===== src/rtl/unidade_controle_multiciclo.sv =====
// Multicycle RISC-V control unit: Moore FSM sequencing lw, sw, R, I, beq, jal.
// Also drives ALU control, immediate select, a retired counter and an error flag.
module unidade_controle_multiciclo #(
  parameter int LARGURA_CONTADOR = 32
) (
  input  logic                        clock,
  input  logic                        reset,
  input  logic [6:0]                  opcode,
  input  logic [2:0]                  funct3,
  input  logic                        funct7_5,
  input  logic                        zero,
  output logic                        pc_escrita,
  output logic                        ir_escrita,
  output logic                        selecao_endereco,
  output logic                        mem_escrita,
  output logic                        reg_escrita,
  output logic [1:0]                  selecao_resultado,
  output logic [1:0]                  selecao_ula_a,
  output logic [1:0]                  selecao_ula_b,
  output logic [2:0]                  controle_ula,
  output logic [1:0]                  selecao_imediato,
  output logic [3:0]                  estado,
  output logic                        instrucao_invalida,
  output logic [LARGURA_CONTADOR-1:0] contador_instrucoes
);

  localparam logic [6:0] OP_LW  = 7'b0000011;
  localparam logic [6:0] OP_SW  = 7'b0100011;
  localparam logic [6:0] OP_R   = 7'b0110011;
  localparam logic [6:0] OP_I   = 7'b0010011;
  localparam logic [6:0] OP_JAL = 7'b1101111;
  localparam logic [6:0] OP_BEQ = 7'b1100011;

  typedef enum logic [3:0] {
    BUSCA           = 4'd0,
    DECODIFICA      = 4'd1,
    END_MEM         = 4'd2,
    LE_MEM          = 4'd3,
    ESCREVE_MEM_REG = 4'd4,
    ESCREVE_MEM     = 4'd5,
    EXEC_R          = 4'd6,
    ESCREVE_ULA     = 4'd7,
    EXEC_I          = 4'd8,
    JAL             = 4'd9,
    BEQ             = 4'd10,
    ERRO            = 4'd11
  } estado_t;

  estado_t    estado_atual;
  estado_t    proximo;
  logic [1:0] aluop;
  logic       pc_update;
  logic       branch;
  logic       retira;

  assign estado = estado_atual;

  // Retirement happens in the last state of each instruction path.
  assign retira = (estado_atual == ESCREVE_MEM_REG) ||
                  (estado_atual == ESCREVE_MEM) ||
                  (estado_atual == ESCREVE_ULA) ||
                  (estado_atual == BEQ);

  always_ff @(posedge clock) begin
    if (reset) begin
      estado_atual        <= BUSCA;
      instrucao_invalida  <= 1'b0;
      contador_instrucoes <= '0;
    end else begin
      estado_atual <= proximo;
      if (proximo == ERRO)
        instrucao_invalida <= 1'b1;
      if (retira)
        contador_instrucoes <= contador_instrucoes
                               + LARGURA_CONTADOR'(1);
    end
  end

  always_comb begin
    proximo           = ERRO;
    ir_escrita        = 1'b0;
    selecao_endereco  = 1'b0;
    mem_escrita       = 1'b0;
    reg_escrita       = 1'b0;
    selecao_resultado = 2'b00;
    selecao_ula_a     = 2'b00;
    selecao_ula_b     = 2'b00;
    aluop             = 2'b00;
    pc_update         = 1'b0;
    branch            = 1'b0;
    case (estado_atual)
      BUSCA: begin
        ir_escrita        = 1'b1;
        selecao_ula_b     = 2'b10;
        selecao_resultado = 2'b10;
        pc_update         = 1'b1;
        proximo           = DECODIFICA;
      end
      DECODIFICA: begin
        selecao_ula_a = 2'b01;
        selecao_ula_b = 2'b01;
        unique case (1'b1)
          (opcode == OP_LW),
          (opcode == OP_SW):  proximo = END_MEM;
          (opcode == OP_R):   proximo = EXEC_R;
          (opcode == OP_I):   proximo = EXEC_I;
          (opcode == OP_JAL): proximo = JAL;
          (opcode == OP_BEQ): proximo = BEQ;
          default:            proximo = ERRO;
        endcase
      end
      END_MEM: begin
        selecao_ula_a = 2'b10;
        selecao_ula_b = 2'b01;
        proximo       = (opcode == OP_LW) ? LE_MEM : ESCREVE_MEM;
      end
      LE_MEM: begin
        selecao_endereco = 1'b1;
        proximo          = ESCREVE_MEM_REG;
      end
      ESCREVE_MEM_REG: begin
        selecao_resultado = 2'b01;
        reg_escrita       = 1'b1;
        proximo           = BUSCA;
      end
      ESCREVE_MEM: begin
        selecao_endereco = 1'b1;
        mem_escrita      = 1'b1;
        proximo          = BUSCA;
      end
      EXEC_R: begin
        selecao_ula_a = 2'b10;
        aluop         = 2'b10;
        proximo       = ESCREVE_ULA;
      end
      ESCREVE_ULA: begin
        reg_escrita = 1'b1;
        proximo     = BUSCA;
      end
      EXEC_I: begin
        selecao_ula_a = 2'b10;
        selecao_ula_b = 2'b01;
        aluop         = 2'b10;
        proximo       = ESCREVE_ULA;
      end
      JAL: begin
        selecao_ula_a = 2'b01;
        selecao_ula_b = 2'b10;
        pc_update     = 1'b1;
        proximo       = ESCREVE_ULA;
      end
      BEQ: begin
        selecao_ula_a = 2'b10;
        aluop         = 2'b01;
        branch        = 1'b1;
        proximo       = BUSCA;
      end
      ERRO:    proximo = ERRO;
      default: proximo = ERRO;
    endcase
  end

  assign pc_escrita = pc_update | (branch & zero);

  // Only R-type (opcode[5]=1) can turn funct3=000 into a subtraction.
  always_comb begin
    controle_ula = 3'b000;
    case (aluop)
      2'b00: controle_ula = 3'b000;
      2'b01: controle_ula = 3'b001;
      2'b10: begin
        case (funct3)
          3'b000:
            controle_ula = ({opcode[5], funct7_5} == 2'b11)
                           ? 3'b001 : 3'b000;
          3'b010:  controle_ula = 3'b101;
          3'b110:  controle_ula = 3'b011;
          3'b111:  controle_ula = 3'b010;
          default: controle_ula = 3'b000;
        endcase
      end
      default: controle_ula = 3'b000;
    endcase
  end

  always_comb begin
    selecao_imediato = 2'b00;
    unique case (1'b1)
      (opcode == OP_SW):  selecao_imediato = 2'b01;
      (opcode == OP_BEQ): selecao_imediato = 2'b10;
      (opcode == OP_JAL): selecao_imediato = 2'b11;
      default:            selecao_imediato = 2'b00;
    endcase
  end

endmodule


===== config.mk =====
export PLATFORM = sky130hd
export DESIGN_NAME = unidade_controle_multiciclo
export DESIGN_NICKNAME = d
export VERILOG_FILES = /design/src/rtl/unidade_controle_multiciclo.sv
export SDC_FILE = /design/constraint.sdc
export NUM_CORES = 1
export LEC_CHECK = 0
export CAP_MARGIN = 20
export CORE_MARGIN = 10
export CORE_UTILIZATION = 57
export DETAILED_ROUTE_END_ITERATION = 8
export DONT_BUFFER_PORTS = 1
export PLACE_DENSITY = 0.76
export SYNTH_ARGS = -nofsm -noshare
export SYNTH_HDL_FRONTEND = slang
export SYNTH_SLANG_ARGS = --single-unit
export TNS_END_PERCENT = 50

===== constraint.sdc =====
create_clock -name clock -period 1.8 [get_ports clock]
set_input_delay 0.18 -clock clock [delete_from_list [all_inputs] [get_ports clock]]
set_output_delay 0.18 -clock clock [all_outputs]
set_load 0.02 [all_outputs]

==> results_dict.tcl <==
set metrics [dict create \
    syn_nets 280 \
    synth_top_family_by_area "simple AND/OR/NAND/NOR gates" \
    numCtsBuffers 5 \
    slowest_stage "or3b_4" \
    clock_skew_ps 7.807 \
    critical_path_class "reg2out" \
    synth_mux_area_frac 0.004742 \
    yosysWarnings 0 \
    hold_viol 0 \
    root_buffer "clkbuf_8" \
    synthTopCellsByCount "dfxtp_1, nor2_1, xor2_1, nand4_1, a21oi_1" \
    htree_levels 2 \
    finalHoldWorstSlack_ps 115.2 \
    setup_violations 3 \
    failed_checks "negative setup slack" \
    grt_pass1_wl_mm 9.439 \
    fill_cells 281 \
    multi_input_area_um2 1385 \
    postRouteAntennaNets 0 \
    irDropWorstVdd_v 0.0005878 \
    fin_nets 326 \
    cts_tree "built" \
    rsz0062_at_grt "true" \
    syn_avg_cell_area_um2 8.026 \
    pwr_density_cell_nw_per_um2 1042 \
    synth_xor_area_frac 0.1120 \
    maxCapViolations 0 \
    p_leak_nw 1.101 \
    dp_cells 344 \
    ys_seq_area_frac 0.3509 \
    worstPathMaxFanout 3 \
    dp_hpwl_mm 4.229 \
    synth_compound_area_frac 0.1014 \
    routed_wl_mm 5.803 \
    async_flop_share 0 \
    regArea_um2 775.7 \
    max_slew_margin 0.7307 \
    path_cells "or3b_4, a21oi_4, ha_4, nor3b_2, nor2_2, nor2_4" \
    ys_ff_latch 37 \
    power.share.combinational 0.484 \
    start_kind "flop" \
    yosys.area_share.simple 0.3622 \
    slowest_delay_ps 410 \
    fmax_ghz 0.5050 \
    status "complete, but fails checks" \
    ioPinCount 67 \
    switching_share 0.4123 \
    ys_types 47 \
    clockBufferDepth 2 \
    pwr-share-clk 0.193 \
    grt_pass1_vias 1962 \
    drt_pre_antenna_iters 4 \
    crit_path_end_kind "primary output" \
    synth_edf_count 0 \
    slew_violations 0 \
    initial_core_util 0.5809 \
    netlist.area_leader.share 0.3509 \
    stdcell_count 358 \
    grt.overflow.total 0 \
    cp.required_ps 1620 \
    fin_crit_sh 1.100 \
    syn_inst 263 \
    grt_max_degree 37 \
    path_clk_slew_ps 70 \
    hold_path_class "in2reg" \
    area_growth_pct 31.06 \
    clock_latency_ps 280 \
    yosys.area_share.adder 0.02253 \
    num_vias 2032 \
    drc 0 \
    synth_area_um2 2111 \
    antenna_found_initial 0 \
    diodes 0 \
    layout_setup_ws_ps -180.2 \
    critPathBufInv 0 \
    critical_path.top_delay_family "simple AND/OR/NAND/NOR gates" \
    seq_power_share 0.323 \
    routed_via_density 5.676 \
    min_period_ps 1980 \
    internal-power_mw 1.695 \
    yosys-top-cells-area "dfxtp_1, xor2_1, nor2_1" \
    cts.sink_count 37 \
    arrival_ps 1800 \
    gr-usage-all-layers 0.1775 \
    io_buffers 0 \
    yosys.area.top_type "dfxtp_1" \
    design.die.area_um2 6538 \
    drive_gt1_frac 0.3258 \
    p_sw_mw 1.189 \
    num_rows 22 \
    worst_pin_slew_ps 402.5 \
    wl_per_cell_um 16.21 \
    gp_congestion 0.8039 \
    die_x_um 80.86 \
    die_h_um 80.86 \
    coreArea_um2 3633 \
    ys.flop_type "dfxtp_1" \
    drt_iter0_drc 97 \
]
[path summary, 6_finish.rpt]
path                              startpoint                                   to  slack [ps]  cells past startpoint
max                     estado[3]$_SDFF_PP0_                      controle_ula[0]        -180                      6
min                                opcode[4]                 estado[2]$_SDFF_PP0_         120                      2
max reg2reg             estado[3]$_SDFF_PP0_  contador_instrucoes[7]$_SDFFE_PP0P_          50                      9
min reg2reg  instrucao_invalida$_SDFFE_PP0N_      instrucao_invalida$_SDFFE_PP0N_         590                      2
[cell usage in the layout, fill, tap and decap left out, types with 9 or more instances in the layout]
| cell | n |
|---|---|
| a21oi_1 | 13 |
| buf_4 | 48 |
| dfxtp_1 | 21 |
| dfxtp_2 | 10 |
| nand2_1 | 12 |
| nand4_1 | 17 |
| nor2_1 | 34 |
| o21ai_0 | 10 |
| or3_1 | 9 |
| xnor2_1 | 9 |
| xor2_1 | 18 |
[timing repair]
action | in CTS | in global routing
hold endpoints to repair | 36 | 0
gates cloned | 0 | 0
buffers inserted | 2 | 3
pin swaps | 5 | 5
setup endpoints to repair | 4 | 27
hold buffers | 1 | 0
gates resized for setup | 4 | 13
[kinds of logic (layout without fill, tap and decap cells)]
group,after synthesis,after routing
flops,37,37
fa+ha+maj,4,4
compound gates,36,36
mux,1,1
buf+inv,23,70
xor+xnor,27,27
simple gates,135,135
[routing by layer]
metal	part of all wire	global-route usage	up-vias
li1	-	-	1021
met1	0.40	0.1953	963
met3	0.085	0.07174	4
met2	0.51	0.3089	44
met5	0	0	-
met4	0.0088	0.05017	0
[through the flow]
stage                     setup WS, ps    util  TNS [ps]  instance area (um^2)  total power [mW]
final                           -180.2  0.7614    -358.9                  2766             2.884
after global routing            -261.7  0.7614    -739.1                  2766             3.068
after detailed placement        -4.678  0.7004    -4.678                  2545             2.193
after global placement           69.31  0.7004         0                  2545             2.165
after floorplan                 -107.8       -    -599.1                  2213             1.883
after CTS                       -189.8  0.7407    -476.8                  2691             2.817
[sequential cells by signal (all words and copies together) (netlist names)]
name	flops
contador_instrucoes	32
estado	4
instrucao_invalida	1
[power by group through the flow]
| stage | clock [mW] | combinational (mW) | sequential (mW) |
|---|---|---|---|
| global route | 0.612 | 1.51 | 0.942 |
| floorplan | 0 | 0.877 | 1.01 |
| CTS | 0.569 | 1.32 | 0.928 |
| finish | 0.556 | 1.40 | 0.932 |
| detailed placement | 0 | 1.24 | 0.949 |
| global placement | 0 | 1.22 | 0.945 |
[cell type report]
type	instances	area share
Clock buffer	6	0.02623
Tap cell	48	0.02171
Inverter	9	0.01221
Multi-Input combinational cell	203	0.5007
Clock inverter	2	0.003618
Sequential cell	37	0.2804
Timing Repair Buffer	53	0.1551
No activity file was read; power rests on OpenSTA's default activity.
